File: src/rtl/pincheck_mc_pkg.sv
// Shared types, default parameter values and width helper for the pincheck_mc
// multi-channel activity checker.
package pincheck_mc_pkg;

  localparam int DEF_NUM_CH      = 16;
  localparam int DEF_WIN_WIDTH   = 16;
  localparam int DEF_CNT_WIDTH   = 8;
  localparam int DEF_SYNC_STAGES = 2;

  typedef enum logic [1:0] {
    ST_IDLE    = 2'd0,
    ST_CLEAR   = 2'd1,
    ST_MEASURE = 2'd2,
    ST_EVAL    = 2'd3
  } state_e;

  // Select width for the readout mux; a single channel still needs one bit.
  function automatic int sel_width(input int n);
    return (n > 1) ? $clog2(n) : 1;
  endfunction

endpackage

File: src/rtl/pincheck_mc_ch.sv
// One monitored channel: async-input synchroniser, both-edge detector and
// saturating edge counter with clear and enable.
module pincheck_mc_ch
  import pincheck_mc_pkg::*;
#(
  parameter int SYNC_STAGES = DEF_SYNC_STAGES,
  parameter int CNT_WIDTH   = DEF_CNT_WIDTH
) (
  input  logic                 clk_i,
  input  logic                 nRST_i,
  input  logic                 sig_i,
  input  logic                 clr_i,
  input  logic                 en_i,
  output logic [CNT_WIDTH-1:0] cnt_o
);

  localparam logic [CNT_WIDTH-1:0] CNT_MAX = '1;

  logic [SYNC_STAGES-1:0] sync_q;
  logic                   hist_q;
  logic                   edge_det;

  // The synchroniser is deliberately not touched by clr_i: edges already in
  // flight when a measurement starts still emerge and may be counted.
  // NOTE: sequential state uses non-blocking assignments so every flop samples
  // pre-edge values and the shift chain does not collapse into one stage.
  always_ff @(posedge clk_i or negedge nRST_i) begin
    if (!nRST_i) begin
      sync_q <= '0;
      hist_q <= 1'b0;
    end else begin
      sync_q <= {sync_q[SYNC_STAGES-2:0], sig_i};
      hist_q <= sync_q[SYNC_STAGES-1];
    end
  end

  assign edge_det = sync_q[SYNC_STAGES-1] ^ hist_q;

  always_ff @(posedge clk_i or negedge nRST_i) begin
    if (!nRST_i) begin
      cnt_o <= '0;
    end else if (clr_i) begin
      cnt_o <= '0;
    end else if (en_i && edge_det && (cnt_o != CNT_MAX)) begin
      cnt_o <= cnt_o + 1'b1;
    end
  end

endmodule

File: src/rtl/pincheck_mc.sv
// Multi-channel pin/clock activity checker: counts edges per channel over a
// programmable window, then grades each channel as toggling or static.
module pincheck_mc
  import pincheck_mc_pkg::*;
#(
  parameter int NUM_CH      = DEF_NUM_CH,
  parameter int WIN_WIDTH   = DEF_WIN_WIDTH,
  parameter int CNT_WIDTH   = DEF_CNT_WIDTH,
  parameter int SYNC_STAGES = DEF_SYNC_STAGES
) (
  input  logic                           clk_i,
  input  logic                           nRST_i,
  input  logic                           run_i,
  input  logic [WIN_WIDTH-1:0]           window_len_i,
  input  logic [CNT_WIDTH-1:0]           min_edges_i,
  input  logic [NUM_CH-1:0]              mode_i,
  input  logic [NUM_CH-1:0]              sig_i,
  input  logic [sel_width(NUM_CH)-1:0]   cnt_sel_i,
  output logic                           busy_o,
  output logic                           done_o,
  output logic                           valid_o,
  output logic [NUM_CH-1:0]              status_o,
  output logic [CNT_WIDTH-1:0]           cnt_o
);

  state_e               state_q, state_d;
  logic                 run_q;
  logic                 run_rise;
  logic [WIN_WIDTH-1:0] win_q;
  logic [CNT_WIDTH-1:0] min_q;
  logic                 ch_clr;
  logic                 ch_en;
  logic [NUM_CH-1:0]    status_d;
  logic [CNT_WIDTH-1:0] cnt_arr [NUM_CH];

  for (genvar g = 0; g < NUM_CH; g++) begin : g_ch
    pincheck_mc_ch #(
      .SYNC_STAGES (SYNC_STAGES),
      .CNT_WIDTH   (CNT_WIDTH)
    ) u_ch (
      .clk_i  (clk_i),
      .nRST_i (nRST_i),
      .sig_i  (sig_i[g]),
      .clr_i  (ch_clr),
      .en_i   (ch_en),
      .cnt_o  (cnt_arr[g])
    );
  end

  assign run_rise = run_i & ~run_q;

  // NOTE: every signal driven here gets a default first so no path through the
  // case leaves it unassigned, which would otherwise infer a latch.
  always_comb begin
    state_d = state_q;
    busy_o  = (state_q != ST_IDLE);
    ch_clr  = (state_q == ST_CLEAR);
    ch_en   = (state_q == ST_MEASURE);
    unique case (state_q)
      ST_IDLE:    if (run_rise) state_d = ST_CLEAR;
      ST_CLEAR:   state_d = run_i ? ST_MEASURE : ST_IDLE;
      ST_MEASURE: begin
        if (!run_i)              state_d = ST_IDLE;
        else if (win_q == '0)    state_d = ST_EVAL;
      end
      ST_EVAL:    state_d = ST_IDLE;
      default:    state_d = ST_IDLE;
    endcase
  end

  // Grade uses the live mode inputs; thresholds were captured at CLEAR.
  always_comb begin
    status_d = '0;
    for (int i = 0; i < NUM_CH; i++) begin
      status_d[i] = mode_i[i] ? (cnt_arr[i] >= min_q) : (cnt_arr[i] == '0);
    end
  end

  always_ff @(posedge clk_i or negedge nRST_i) begin
    if (!nRST_i) begin
      state_q <= ST_IDLE;
      run_q   <= 1'b0;
    end else begin
      state_q <= state_d;
      run_q   <= run_i;
    end
  end

  // A window of W cycles loads W-1; a zero length wraps to the full range.
  always_ff @(posedge clk_i or negedge nRST_i) begin
    if (!nRST_i) begin
      win_q <= '0;
      min_q <= '0;
    end else if (state_q == ST_CLEAR) begin
      win_q <= window_len_i - 1'b1;
      min_q <= min_edges_i;
    end else if ((state_q == ST_MEASURE) && (win_q != '0)) begin
      win_q <= win_q - 1'b1;
    end
  end

  // Old results are dropped the moment a new run is accepted, so an abort
  // always leaves status/valid cleared.
  always_ff @(posedge clk_i or negedge nRST_i) begin
    if (!nRST_i) begin
      done_o   <= 1'b0;
      valid_o  <= 1'b0;
      status_o <= '0;
    end else begin
      done_o <= 1'b0;
      if ((state_q == ST_IDLE) && run_rise) begin
        valid_o  <= 1'b0;
        status_o <= '0;
      end else if (state_q == ST_EVAL) begin
        done_o   <= 1'b1;
        valid_o  <= 1'b1;
        status_o <= status_d;
      end
    end
  end

  always_comb begin
    cnt_o = '0;
    for (int i = 0; i < NUM_CH; i++) begin
      if (int'(cnt_sel_i) == i) cnt_o = cnt_arr[i];
    end
  end

endmodule

File: config.mk
export PLATFORM = sky130hd
export DESIGN_NAME = pincheck_mc
export DESIGN_NICKNAME = d
export VERILOG_FILES = /design/src/rtl/pincheck_mc_pkg.sv /design/src/rtl/pincheck_mc_ch.sv /design/src/rtl/pincheck_mc.sv
export SDC_FILE = /design/constraint.sdc
export NUM_CORES = 1
export LEC_CHECK = 0
export CAP_MARGIN = 5
export CORE_MARGIN = 2
export CORE_UTILIZATION = 40
export CTS_BUF_LIST = sky130_fd_sc_hd__clkbuf_16
export DETAILED_ROUTE_END_ITERATION = 7
export PLACE_DENSITY = 0.61
export SLEW_MARGIN = 20
export SYNTH_ARGS = -nofsm -noshare
export SYNTH_HDL_FRONTEND = slang
export SYNTH_SLANG_ARGS = --single-unit
export TNS_END_PERCENT = 30
File: constraint.sdc
create_clock -name clk_i -period 3.2 [get_ports clk_i]
set_input_delay 0.8 -clock clk_i [delete_from_list [all_inputs] [get_ports clk_i]]
set_output_delay 0.8 -clock clk_i [all_outputs]
set_load 0.1 [all_outputs]
==> impl_metrics.tcl, run 1 <==
set metrics [dict create \
    outcome "finished, violations left" \
    failed_checks "design-rule violations, negative setup slack" \
    seq_area_frac_synth_pct 38.1 \
    cp_data_required_time_ns 2.40 \
    dpl_cell_area_um2 16500 \
    clk_pin_slew_ns 0.06 \
    ys_dominant_reg_cell "dfrtp_1" \
    crit_top_cell "buf_4" \
    grt_usage_pct 22.5 \
    gp_congestion 0.880 \
    p_clk_share_pct 33.8 \
    nNetsFinal 1912 \
    postRouteAntennaNets 0 \
    setup.worst_path.start "cnt_sel_i[0]" \
    cts_root_buf "clkbuf_16" \
    grt_pass1_vias 12100 \
    syn_area_um2 14500 \
    p_comb_share_pct 28.9 \
    crit_cells 7 \
    slew_violations 0 \
    relSlewSlack_pct 26.0 \
    diodes 0 \
    p_leak_nw 8.24 \
    die_y_um 194 \
    drive_above_1_share_pct 14.0 \
    final_common_cell "nor2_1" \
    port-buffer-count 89 \
    drtIter0Drc 739 \
    finalCritPeriodShare_pct 100 \
    rsz0062_at_grt "yes" \
    die-area_um2 37800 \
    synth.avg_cell_area_um2 9.45 \
    startpoint_type "primary input" \
    tightestPinTransition_ns 1.11 \
    cts_tree "yes" \
    hp-class "primary input to asynchronous set/reset pin" \
    grt.overflow.total 0 \
    viasPerCell 5.62 \
    internal-power_w 0.00584 \
    worst_slack_ns -0.0146 \
    crit_family "multiplexers" \
    final_area_um2 17600 \
    swShare_pct 34.0 \
    drv_cap 0 \
    setup.worst_path.end "cnt_o[6]" \
    synthArstFlopShare_pct 100 \
    clockBufferDepth 3 \
    yosysWarnings 0 \
    grt_antenna_before_repair 0 \
    routed_wl_mm 42.1 \
    fin_worst_skew_ns 0.0135 \
    synth_cell_types 66 \
    cp_data_arrival_time_ns 2.41 \
    numCtsBuffers 27 \
    cp_num_buf_inv 3 \
    dr.pass1.iters 7 \
    max_freq_mhz 311 \
    start_util_pct 40.7 \
    rows 69 \
    pwr-share-seq_pct 37.3 \
    report.final.setup_viol 1 \
    r2r_cells 7 \
    drc 4 \
    synthCells 1534 \
    htree_levels 1 \
    ir_drop_mv 0.367 \
    synth_fp_nets 1758 \
    cp_max_fo 6 \
    critPathCaptureType "output port" \
    tns_ns -0.0146 \
    top_level_ports 90 \
    r2r_slack_ns 0.62 \
    power_switching_w 0.00302 \
    slowest_stage "mux4_2" \
    finalHoldViolCount 0 \
    hpwl_mm 30.0 \
    routed_wire_length_per_instance_um 19.4 \
    die_x_um 194 \
    synth_edf_count 0 \
    p_per_area_nw_per_um2 502 \
    post-place-ws_ns -0.462 \
    cp_cell_sequence "buf_4, buf_4, mux4_2, a31oi_2, nand3_1, a22o_2, buf_12" \
    grt_max_degree 125 \
    ys_ff_latch 221 \
    final_cell_mix "nor2_1 (238), dfrtp_1 (214), ha_1 (161)" \
    slowest_delay_ns 0.54 \
    clk-insertion-delay-late_ns 0.56 \
    timing.rr.start "state_q[1]" \
    finalCriticalPeriod_ns 3.21 \
    total_power_w 0.00886 \
    grt_first_pass_wirelength_mm 68.1 \
    coreArea_um2 35700 \
    area_growth_pct 21.7 \
    vias 12200 \
    crit_type "primary input to output port" \
    r2r_end "win_q[12]" \
    clock_sinks 221 \
]
-- cell families (layout without fill, tap and decap cells) --
group	Yosys count	in the layout	synth area share (%)
adder cells (fa/ha/maj)	161	161	13.9
XOR/XNOR	135	135	8.15
multiplexers	48	48	4.09
AND/OR/NAND/NOR	539	539	17.4
flip-flops	221	221	38.1
buffers and inverters	115	289	3.13
AO/OA/AOI/OAI	315	315	15.2
-- metrics by stage --
stage	hold slack, ns	utilization [%]	std cells
final	0.254	49.5	2169
after global routing	0.279	49.5	2169
after CTS	0.259	48.9	2164
after detailed placement	0.335	46.4	2115
after global placement	0.332	46.4	2115
after floorplan	0.331	-	1534
-- timing repair --
item                                   4_1_cts  5_1_grt
pin swaps                                    2       12
resized for setup                           25       41
endpoints found under the hold margin        0        0
setup endpoints to repair                    8        8
setup buffers                                0        3
hold buffers                                 0        0
cloned                                       0        2
-- flip-flops by register name, summed over array words and instances, names as in the netlist --
name and flops:
g_ch.u_ch.sync_q 32, g_ch.u_ch.cnt_o 128, win_q 16, status_o 16
valid_o 1, g_ch.u_ch.hist_q 16, run_q 1, done_o 1
state_q 2, min_q 8
-- cell usage after synthesis, drive strengths merged (24+ instances only) --
cell type	number	area share [%]
dfrtp	221	38
inv	62	1.6
nor2	246	6.4
mux2i	33	2.3
o211ai	24	1.2
nand2	78	2.0
xor2	62	3.7
xnor2	73	4.4
a21o	49	2.5
o21ai	51	1.8
ha	161	14
nand3	85	2.9
clkbuf	30	0.78
a21oi	64	2.2
nand4	24	1.1
-- layout make-up --
| type | count | area [um2] |
|---|---|---|
| clock buffer | 27 | 676 |
| clock inverter | 22 | 179 |
| fill | 3290 | 18000 |
| inverter | 62 | 233 |
| multi-input combinational | 1198 | 8720 |
| sequential | 221 | 5540 |
| tap | 461 | 577 |
| timing repair buffer | 178 | 1720 |
-- power groups by stage --
stage                     Combinational (W)  Sequential, W  Clock, W
final                               0.00256        0.00330   0.00300
after global routing                0.00286        0.00334   0.00320
after CTS                           0.00254        0.00329   0.00309
after detailed placement            0.00252        0.00334         0
after global placement              0.00245        0.00334         0
after floorplan                     0.00154        0.00339         0
-- metal layers --
metal | vias to the layer above | wire [um] | track usage, %
met1 | 5977 | 19700 | 31.3
met5 | - | 0 | 0
met3 | 79 | 2280 | 3.94
met4 | 0 | 1330 | 7.18
li1 | 5838 | - | -
met2 | 289 | 18800 | 35.6
-- worst min path at each step --
stage,from,depth (start not counted),end
finish,nRST_i,1,g_ch[14].u_ch.cnt_o[1]
global route,nRST_i,1,g_ch[1].u_ch.sync_q[0]
CTS,nRST_i,1,g_ch[14].u_ch.cnt_o[6]
detailed placement,g_ch[0].u_ch.sync_q[0],0,g_ch[0].u_ch.sync_q[1]
global placement,g_ch[13].u_ch.sync_q[0],0,g_ch[13].u_ch.sync_q[1]
floorplan,g_ch[0].u_ch.sync_q[0],0,g_ch[0].u_ch.sync_q[1]
Power figures use the tool's default switching activity.
==> inputs of run 2 (changes only) <==
--- a/config.mk
+++ b/config.mk
@@ -10,6 +10,7 @@
 export CORE_UTILIZATION = 40
 export CTS_BUF_LIST = sky130_fd_sc_hd__clkbuf_16
 export DETAILED_ROUTE_END_ITERATION = 7
+export HOLD_SLACK_MARGIN = 0.15
 export PLACE_DENSITY = 0.61
 export SLEW_MARGIN = 20
 export SYNTH_ARGS = -nofsm -noshare
==> results of run 2 <==
Final layout, timing and power as in run 1 (identical DEF).
